--- src/rtl/weight_fetch_biu_pkg.sv ---
// Shared definitions for the weight-fetch bus interface unit:
// kernel-mode encodings, FSM states and bus word geometry.
package acc_pkg;

    localparam logic [1:0] MODE_NONE = 2'b00;
    localparam logic [1:0] MODE_K3   = 2'b01;
    localparam logic [1:0] MODE_K1   = 2'b10;
    localparam logic [1:0] MODE_BOTH = 2'b11;

    localparam int WORD_BYTES = 4;
    localparam int OFF_W      = 7;

    typedef enum logic [1:0] {
        ST_IDLE,
        ST_ISSUE3,
        ST_ISSUE1,
        ST_DRAIN
    } state_t;

endpackage

--- src/rtl/weight_fetch_biu_if.sv ---
// Read-request / read-response channel between the weight fetcher (master)
// and the bus arbiter (slave).
interface weight_fetch_biu_if #(
    parameter int ADDR_W = 32,
    parameter int DATA_W = 32
);
    logic [ADDR_W-1:0] req_addr;
    logic              req_vld;
    logic              req_rdy;
    logic [DATA_W-1:0] rsp_data;
    logic              rsp_vld;
    logic              rsp_rdy;

    modport master (
        output req_addr, req_vld, rsp_rdy,
        input  req_rdy, rsp_data, rsp_vld
    );

    modport slave (
        input  req_addr, req_vld, rsp_rdy,
        output req_rdy, rsp_data, rsp_vld
    );
endinterface

--- src/rtl/weight_fetch_biu_tag_counter.sv ---
// Nested word-offset / channel / kernel-type counter. Walks the 3x3 words of
// every channel, then (when both kernels are fetched) the 1x1 words.
module wfb_tag_counter
    import acc_pkg::*;
#(
    parameter int K3_WORDS = 72,
    parameter int K1_WORDS = 8,
    parameter int CH_W     = 8
) (
    input  logic             clk,
    input  logic             rst,
    input  logic             clear,
    input  logic             clear_k1,
    input  logic             adv,
    input  logic             both,
    input  logic [CH_W-1:0]  ch_num,
    output logic             k1,
    output logic [CH_W-1:0]  ch,
    output logic [OFF_W-1:0] off
);

    localparam logic [OFF_W-1:0] K3_LAST = OFF_W'(K3_WORDS - 1);
    localparam logic [OFF_W-1:0] K1_LAST = OFF_W'(K1_WORDS - 1);

    logic off_last;
    logic ch_last;

    assign off_last = (off == (k1 ? K1_LAST : K3_LAST));
    assign ch_last  = (ch == ch_num - CH_W'(1));

    // Once the final word of the final kernel is passed the counter wraps back
    // to channel 0 of the same kernel, which the top uses for its totals check.
    always_ff @(posedge clk or posedge rst) begin
        if (rst) begin
            k1  <= 1'b0;
            ch  <= '0;
            off <= '0;
        end else if (clear) begin
            k1  <= clear_k1;
            ch  <= '0;
            off <= '0;
        end else if (adv) begin
            if (off_last) begin
                off <= '0;
                if (ch_last) begin
                    ch <= '0;
                    if (!k1 && both)
                        k1 <= 1'b1;
                end else begin
                    ch <= ch + CH_W'(1);
                end
            end else begin
                off <= off + OFF_W'(1);
            end
        end
    end

endmodule

--- src/rtl/weight_fetch_biu.sv ---
// Weight bus interface unit: issues kernel-weight reads for a run of output
// channels with bounded outstanding reads and tags each returned word.
module weight_fetch_biu
    import acc_pkg::*;
#(
    parameter int ADDR_W   = 32,
    parameter int DATA_W   = 32,
    parameter int K3_WORDS = 72,
    parameter int K1_WORDS = 8,
    parameter int CH_W     = 8,
    parameter int MAX_OST  = 4
) (
    input  logic                 clk,
    input  logic                 rst,
    input  logic                 start,
    input  logic [1:0]           mode,
    input  logic [ADDR_W-1:0]    w3_base,
    input  logic [ADDR_W-1:0]    w1_base,
    input  logic [CH_W-1:0]      ch_first,
    input  logic [CH_W-1:0]      ch_num,
    output logic                 busy,
    output logic                 done,
    weight_fetch_biu_if.master   bus,
    output logic                 wr_en,
    output logic                 wr_k1,
    output logic [CH_W-1:0]      wr_ch,
    output logic [OFF_W-1:0]     wr_off,
    output logic [DATA_W-1:0]    wr_data,
    output logic                 err
);

    localparam int OST_W = $clog2(MAX_OST + 1);
    localparam logic [OST_W-1:0]  OST_MAX   = OST_W'(MAX_OST);
    localparam logic [OFF_W-1:0]  K3_LAST   = OFF_W'(K3_WORDS - 1);
    localparam logic [OFF_W-1:0]  K1_LAST   = OFF_W'(K1_WORDS - 1);
    localparam logic [ADDR_W-1:0] K3_STRIDE = ADDR_W'(K3_WORDS * WORD_BYTES);
    localparam logic [ADDR_W-1:0] K1_STRIDE = ADDR_W'(K1_WORDS * WORD_BYTES);
    localparam logic [ADDR_W-1:0] WORD_STEP = ADDR_W'(WORD_BYTES);

    state_t              state_q, state_d;
    logic                done_d;
    logic [1:0]          mode_q;
    logic [CH_W-1:0]     ch_num_q;
    logic [ADDR_W-1:0]   addr_q;
    logic [ADDR_W-1:0]   a1_q;
    logic [ADDR_W-1:0]   a3_start;
    logic [ADDR_W-1:0]   a1_start;
    logic [OST_W-1:0]    ost_q;

    logic                start_ok, empty, issuing, hs, rsp_ok, err_hit;
    logic                both;
    logic                iss_k1, iss_phase_last, tags_match;
    logic [CH_W-1:0]     iss_ch;
    logic [OFF_W-1:0]    iss_off;

    assign start_ok = start && (state_q == ST_IDLE);
    assign empty    = (mode == MODE_NONE) || (ch_num == '0);
    assign issuing  = (state_q == ST_ISSUE3) || (state_q == ST_ISSUE1);
    assign both     = (mode_q == MODE_BOTH);

    assign bus.req_vld  = issuing && (ost_q < OST_MAX);
    assign bus.req_addr = addr_q;
    assign bus.rsp_rdy  = 1'b1;
    assign hs           = bus.req_vld && bus.req_rdy;
    assign rsp_ok       = bus.rsp_vld && (ost_q != '0);
    assign err_hit      = bus.rsp_vld && (ost_q == '0);

    assign busy    = (state_q != ST_IDLE);
    assign wr_en   = rsp_ok;
    assign wr_data = bus.rsp_data;

    assign a3_start = w3_base + ADDR_W'(ch_first) * K3_STRIDE;
    assign a1_start = w1_base + ADDR_W'(ch_first) * K1_STRIDE;

    assign iss_phase_last = (iss_off == (iss_k1 ? K1_LAST : K3_LAST)) &&
                            (iss_ch == ch_num_q - CH_W'(1));
    // Both counters wrap to the same tag after the final word, so equal tags
    // with nothing in flight means every issued read has been written back.
    assign tags_match = ({wr_k1, wr_ch, wr_off} == {iss_k1, iss_ch, iss_off});

    wfb_tag_counter #(.K3_WORDS(K3_WORDS), .K1_WORDS(K1_WORDS), .CH_W(CH_W)) u_iss_tag (
        .clk      (clk),
        .rst      (rst),
        .clear    (start_ok),
        .clear_k1 (~mode[0]),
        .adv      (hs),
        .both     (both),
        .ch_num   (ch_num_q),
        .k1       (iss_k1),
        .ch       (iss_ch),
        .off      (iss_off)
    );

    wfb_tag_counter #(.K3_WORDS(K3_WORDS), .K1_WORDS(K1_WORDS), .CH_W(CH_W)) u_rsp_tag (
        .clk      (clk),
        .rst      (rst),
        .clear    (start_ok),
        .clear_k1 (~mode[0]),
        .adv      (rsp_ok),
        .both     (both),
        .ch_num   (ch_num_q),
        .k1       (wr_k1),
        .ch       (wr_ch),
        .off      (wr_off)
    );

    always_comb begin
        state_d = state_q;
        done_d  = 1'b0;
        case (state_q)
            ST_IDLE: begin
                if (start_ok) begin
                    if (empty)
                        done_d = 1'b1;
                    else
                        state_d = mode[0] ? ST_ISSUE3 : ST_ISSUE1;
                end
            end
            ST_ISSUE3: begin
                if (hs && iss_phase_last)
                    state_d = mode_q[1] ? ST_ISSUE1 : ST_DRAIN;
            end
            ST_ISSUE1: begin
                if (hs && iss_phase_last)
                    state_d = ST_DRAIN;
            end
            ST_DRAIN: begin
                if ((ost_q == '0) && tags_match) begin
                    state_d = ST_IDLE;
                    done_d  = 1'b1;
                end
            end
            default: state_d = ST_IDLE;
        endcase
    end

    always_ff @(posedge clk or posedge rst) begin
        if (rst) begin
            state_q <= ST_IDLE;
            done    <= 1'b0;
        end else begin
            state_q <= state_d;
            done    <= done_d;
        end
    end

    // The 1x1 start address is precomputed so the 3x3->1x1 switch needs no bubble.
    always_ff @(posedge clk or posedge rst) begin
        if (rst) begin
            mode_q   <= MODE_NONE;
            ch_num_q <= '0;
            addr_q   <= '0;
            a1_q     <= '0;
        end else if (start_ok && !empty) begin
            mode_q   <= mode;
            ch_num_q <= ch_num;
            addr_q   <= mode[0] ? a3_start : a1_start;
            a1_q     <= a1_start;
        end else if (hs) begin
            if ((state_q == ST_ISSUE3) && iss_phase_last && mode_q[1])
                addr_q <= a1_q;
            else
                addr_q <= addr_q + WORD_STEP;
        end
    end

    always_ff @(posedge clk or posedge rst) begin
        if (rst) begin
            ost_q <= '0;
        end else begin
            case ({hs, rsp_ok})
                2'b10:   ost_q <= ost_q + OST_W'(1);
                2'b01:   ost_q <= ost_q - OST_W'(1);
                default: ost_q <= ost_q;
            endcase
        end
    end

    always_ff @(posedge clk or posedge rst) begin
        if (rst)
            err <= 1'b0;
        else if (err_hit)
            err <= 1'b1;
        else if (start_ok)
            err <= 1'b0;
    end

endmodule

--- src/flat_wrapper.sv ---
// flat-port wrapper written by rule: the top's interface ports become plain ports
module weight_fetch_biu_flat import acc_pkg::*;
#(
    parameter int ADDR_W   = 32,
    parameter int DATA_W   = 32,
    parameter int K3_WORDS = 72,
    parameter int K1_WORDS = 8,
    parameter int CH_W     = 8,
    parameter int MAX_OST  = 4
)
  (clk, rst, start, mode, w3_base, w1_base, ch_first, ch_num, busy, done, wr_en, wr_k1, wr_ch, wr_off, wr_data, err, bus_req_addr, bus_req_vld, bus_rsp_rdy, bus_req_rdy, bus_rsp_data, bus_rsp_vld);
  weight_fetch_biu_if #(.ADDR_W(ADDR_W), .DATA_W(DATA_W)) bus_i ();
  input  logic clk;
  input  logic rst;
  input  logic start;
  input  logic [1:0] mode;
  input  logic [ADDR_W-1:0] w3_base;
  input  logic [ADDR_W-1:0] w1_base;
  input  logic [CH_W-1:0] ch_first;
  input  logic [CH_W-1:0] ch_num;
  output logic busy;
  output logic done;
  output logic wr_en;
  output logic wr_k1;
  output logic [CH_W-1:0] wr_ch;
  output logic [OFF_W-1:0] wr_off;
  output logic [DATA_W-1:0] wr_data;
  output logic err;
  output wire logic [$bits(bus_i.req_addr)-1:0] bus_req_addr;
  output wire logic [$bits(bus_i.req_vld)-1:0] bus_req_vld;
  output wire logic [$bits(bus_i.rsp_rdy)-1:0] bus_rsp_rdy;
  input wire logic [$bits(bus_i.req_rdy)-1:0] bus_req_rdy;
  input wire logic [$bits(bus_i.rsp_data)-1:0] bus_rsp_data;
  input wire logic [$bits(bus_i.rsp_vld)-1:0] bus_rsp_vld;
  assign bus_req_addr = bus_i.req_addr;
  assign bus_req_vld = bus_i.req_vld;
  assign bus_rsp_rdy = bus_i.rsp_rdy;
  assign bus_i.req_rdy = bus_req_rdy;
  assign bus_i.rsp_data = bus_rsp_data;
  assign bus_i.rsp_vld = bus_rsp_vld;
  weight_fetch_biu #(.ADDR_W(ADDR_W), .DATA_W(DATA_W), .K3_WORDS(K3_WORDS), .K1_WORDS(K1_WORDS), .CH_W(CH_W), .MAX_OST(MAX_OST)) u_core (.clk(clk), .rst(rst), .start(start), .mode(mode), .w3_base(w3_base), .w1_base(w1_base), .ch_first(ch_first), .ch_num(ch_num), .busy(busy), .done(done), .bus(bus_i), .wr_en(wr_en), .wr_k1(wr_k1), .wr_ch(wr_ch), .wr_off(wr_off), .wr_data(wr_data), .err(err));
endmodule
--- config.mk ---
export PLATFORM = sky130hd
export DESIGN_NAME = weight_fetch_biu_flat
export DESIGN_NICKNAME = d
export VERILOG_FILES = /design/src/rtl/weight_fetch_biu_pkg.sv /design/src/rtl/weight_fetch_biu_if.sv /design/src/rtl/weight_fetch_biu_tag_counter.sv /design/src/rtl/weight_fetch_biu.sv /design/src/flat_wrapper.sv
export SDC_FILE = /design/constraint.sdc
export NUM_CORES = 1
export LEC_CHECK = 0
export CORE_ASPECT_RATIO = 1.25
export CORE_MARGIN = 2
export CORE_UTILIZATION = 45
export DETAILED_ROUTE_END_ITERATION = 7
export GPL_TIMING_DRIVEN = 0
export PLACE_DENSITY = 0.84
export SYNTH_ARGS = -nofsm -noshare
export SYNTH_HDL_FRONTEND = slang
export SYNTH_SLANG_ARGS = --single-unit
--- constraint.sdc ---
create_clock -name clk -period 4.4 [get_ports clk]
set_input_delay 0.88 -clock clk [delete_from_list [all_inputs] [get_ports clk]]
set_output_delay 0.88 -clock clk [all_outputs]
set_load 0.005 [all_outputs]
==> summary.md, run 1 <==
| Metric | Value |
|---|---|
| R2R Path Start | `u_core.state_q[0]` |
| Hold path depth | `2` |
| First-pass GRT wire length | `45700 microns` |
| Reg2Reg Depth | `14` |
| Core Area | `0.0194 sq mm` |
| DR vias | `9208` |
| Average size of a mapped cell | `8.22 sq um` |
| Clk_skew | `0.0138 ns` |
| YS warnings | `0` |
| GR Overflow Total | `0` |
| FP Rows | `57` |
| Crit start category | `input pin` |
| Drc violations | `1` |
| Least-Margin Pin Slew | `~1.2 ns` |
| Placed cell count | `around 1500` |
| Antenna viol nets, final | `0` |
| Reg-to-Reg End | `u_core.ost_q[2]` |
| Initial DRC Count | `1015` |
| Final RePlAce weighted congestion | `1.01` |
| Avg WL per Cell | `19.0 microns` |
| CP cell instances | `dlygate4sd2_1 -> ha_1 -> ha_1 -> fa_1 -> a21o_1 -> a21oi_2 -> nor2b_1 -> o21ai_1 -> xnor2_1 -> ha_2 -> a21o_1 -> a21o_1 -> a22oi_2 -> a21boi_1 -> xnor2_1 -> o22ai_1 -> a2bb2oi_1` |
| Global Route Usage Sum | `27.9%` |
| Worst Path Required | `4.73 ns` |
| CTS clk-pin slew, worst paths | `about 0.050 ns` |
| Hold WC Path Type | `register to register` |
| Post-route design area | `0.0117 sq mm` |
| Post-Route WL | `29400 microns` |
| Post-synth EDFFs | `0` |
| Crit. End Element | `register` |
| Pwr dens | `330 mW/mm^2` |
| Clk sinks | `113` |
| Hold Startpoint | `u_core.a1_q[5]` |
| Ant diodes | `0` |
| CTS Buffer Depth | `2` |
| Placed Area | `0.0109 sq mm` |
| Most frequent CP cell | `a21o_1` |
| Pleak | `4.93 nW` |
| Cts hold-fix bufs | `0` |
| Total chip power | `3.86 mW` |
| Reg power frac | `32.8%` |
| Worst path top cell family by delay | `compound AO/OA/AOI/OAI gates` |
| Post-synthesis register bit count | `113` |
| Ys async rst share | `100%` |
| Starting Density | `a little under half` |
| Crit. path cell count | `17` |
| Final Max Tran Viols | `0` |
| FMAX | `230 MHz` |
| WHS | `roughly 0.48 ns` |
| Area Overhead vs Synth | `31.9%` |
| Port bufs | `171` |
| VDD IR max | `0.216 mV` |
| Nets@finish | `1439` |
| Final period util | `between 90% and 100%` |
| CP max FO | `5` |
| Commonest register cell after synthesis | `dfrtp_1` |
| Status | `complete, but fails checks` |
| DR pass1 iterations | `8` |
| Setup slack, reg-to-reg | `0.50 ns` |
| Commonest non-fill, non-tap cell in the layout | `nand2_1` |
| Register area share after synthesis | `31.9%` |
| Area of the mapped netlist | `approximately 0.0089 sq mm` |
| Worst skew pair latency | `~0.42 ns` |
| Total I/O pin count | `between 200 and 250` |
| Net Sw Frac | `33.0%` |
| Buf/Inv on CP | `1` |
| Max-cap violations | `0` |
| Largest net degree at the start of global routing | `64` |
| H-tree depth | `4` |
| Antenna violations before repair | `0` |
| Yosys cell types | `77` |
| TritonCTS clock tree | `yes` |
| Total nets after synthesis | `1244` |
| Arr. time, crit path | `between 4 and 5 ns` |
| Die ar. | `0.0208 sq mm` |
| WHS Endpoint | `u_core.a1_q[5]` |
| Vias per cell | `about 5.9` |
| Crit-path slowest cell | `fa_1` |
| Clock power frac | `between 30% and 40%` |
| Crit Path Category | `input pin to register` |
| Root buf cell | `clkbuf_16` |
| Final Hold Vio Count | `0` |
| Mapped Cells | `1077` |
| Cts bufs inserted | `17` |
| Final min period | `4.34 ns` |
| Final cell count without fillers | `1550` |
| Failing checks | `DRC` |
| Final setup violation count | `0` |
| Sw power | `approximately 1.3 mW` |
| Int Pwr | `2.59 mW` |
| Dpl hpwl | `21800 microns` |
| Share of cells above drive strength 1 | `between 8 and 9%` |
| Total Neg Setup Slack | `0 ns` |
| Filler instances | `1701` |
| Worst slew margin | `17.2%` |
| Power share of the combinational group | `slightly above 30%` |
| Largest stage delay, worst path | `about 0.42 ns` |
| Number of global-route vias before repair | `between 8000 and 9000` |
| Die height | `between 150 and 200 microns` |
| Die Span X | `129 microns` |
| Most frequent cells in the layout | `nand2_1 (169), clkdlybuf4s50_1 (164), dfrtp_1 (113)` |
==> per-stage QoR <==
| step | utilization (%) | setup WS [ns] |
|---|---|---|
| after floorplan | - | 0.319 |
| after global placement | 56.2 | -1.09 |
| after detailed placement | 56.3 | -0.780 |
| after CTS | 59.6 | 0.00991 |
| after global routing | 60.2 | -0.0183 |
| final | 60.2 | 0.0571 |
==> worst min-delay path, delay by kind of cell (launching register included) <==
family,cells,cell delay [ns]
AND/OR/NAND/NOR,2,0.11
flip-flops,1,0.34
==> worst max path at each step <==
stage                           start                       to  slack [ns]
after floorplan           ch_first[1]  u_core.bus.req_addr[28]        0.32
after global placement            rst  u_core.bus.req_addr[28]       -1.09
after detailed placement  ch_first[1]  u_core.bus.req_addr[28]       -0.78
after CTS                 ch_first[2]  u_core.bus.req_addr[27]        0.01
after global routing      ch_first[1]  u_core.bus.req_addr[20]       -0.02
final                     ch_first[1]  u_core.bus.req_addr[30]        0.06
==> per-layer routing <==
| layer | part of all wire (%) | GRT usage, % |
|---|---|---|
| met5 | 0 | 0 |
| met4 | 5.8 | 14.6 |
| met3 | 7.9 | 5.36 |
| met2 | 48 | 47.2 |
| met1 | 38 | 33.4 |
==> cells in the mapped netlist, types with 12 or more instances <==
| master | n | area [sq um] |
|---|---|---|
| nand2_1 | 169 | 634 |
| dfrtp_1 | 113 | 2830 |
| nor2_1 | 76 | 285 |
| xnor2_1 | 76 | 666 |
| o21ai_0 | 73 | 365 |
| a21oi_1 | 53 | 265 |
| ha_1 | 44 | 551 |
| nand3_1 | 42 | 210 |
| clkbuf_1 | 40 | 150 |
| buf_4 | 33 | 248 |
| xor2_1 | 33 | 289 |
| inv_1 | 31 | 116 |
| nand4_1 | 25 | 156 |
| nor3_1 | 22 | 110 |
| and3_1 | 16 | 100 |
| nor4_1 | 15 | 93.8 |
| mux2i_1 | 13 | 130 |
| nand2b_1 | 13 | 81.3 |
| a211oi_1 | 12 | 90.1 |
==> power by group through the flow <==
stage | registers (mW) | clock network, mW | logic (mW)
2_1_floorplan | 1.26 | 0 | 0.668
3_3_place_gp | 1.28 | 0 | 1.09
3_5_place_dp | 1.28 | 0 | 1.11
4_1_cts | 1.27 | 1.42 | 1.14
5_1_grt | 1.28 | 1.46 | 1.28
6_report | 1.27 | 1.42 | 1.17
==> timing repair <==
action | 4_1_cts | 5_1_grt
setup endpoints to repair | 12 | 15
setup buffers | 1 | 2
pin swaps | 2 | 4
gates resized for setup | 11 | 20
gates cloned | 0 | 0
==> state kept, by name, summed over array words and instances, names as in the netlist <==
name,flops
u_core.u_iss_tag.k1,1
u_core.a1_q,32
u_core.ost_q,3
u_core.ch_num_q,8
u_core.bus.req_addr,32
u_core.state_q,2
u_core.u_iss_tag.ch,8
u_core.u_rsp_tag.off,7
u_core.mode_q,2
u_core.u_rsp_tag.ch,8
u_core.u_iss_tag.off,7
u_core.done,1
u_core.u_rsp_tag.k1,1
u_core.err,1
==> final cells by class <==
| cell class | count | area [sq um] | area share, % |
|---|---|---|---|
| Timing Repair Buffer | 176 | 1780 | 15.3 |
| Clock inverter | 13 | 161 | 1.38 |
| Tap cell | 265 | 332 | 2.84 |
| Sequential cell | 113 | 2830 | 24.2 |
| Buffer | 83 | 474 | 4.06 |
| Clock buffer | 19 | 443 | 3.79 |
| Inverter | 32 | 123 | 1.05 |
| Multi-Input combinational cell | 849 | 5530 | 47.4 |
==> kinds of logic (layout without fill, tap and decap cells) <==
family                   after synthesis  after routing  synth area share, %
AO/OA/AOI/OAI                        249            249                 18.4
XOR/XNOR                             110            110                 11.0
adder cells (fa/ha/maj)               48             48                 7.12
buffers and inverters                115            323                 6.71
flip-flops                           113            113                 31.9
multiplexers                          18             18                 2.11
other                                  1              1               0.0424
AND/OR/NAND/NOR                      423            423                 22.6
Power figures use the tool's default switching activity.
==> run 2, diff against run 1 <==
CTS_CLUSTER_SIZE = 30   (was not set)
==> results of run 2 <==
Same layout as run 1: the final DEF is identical, and so are final timing and power.
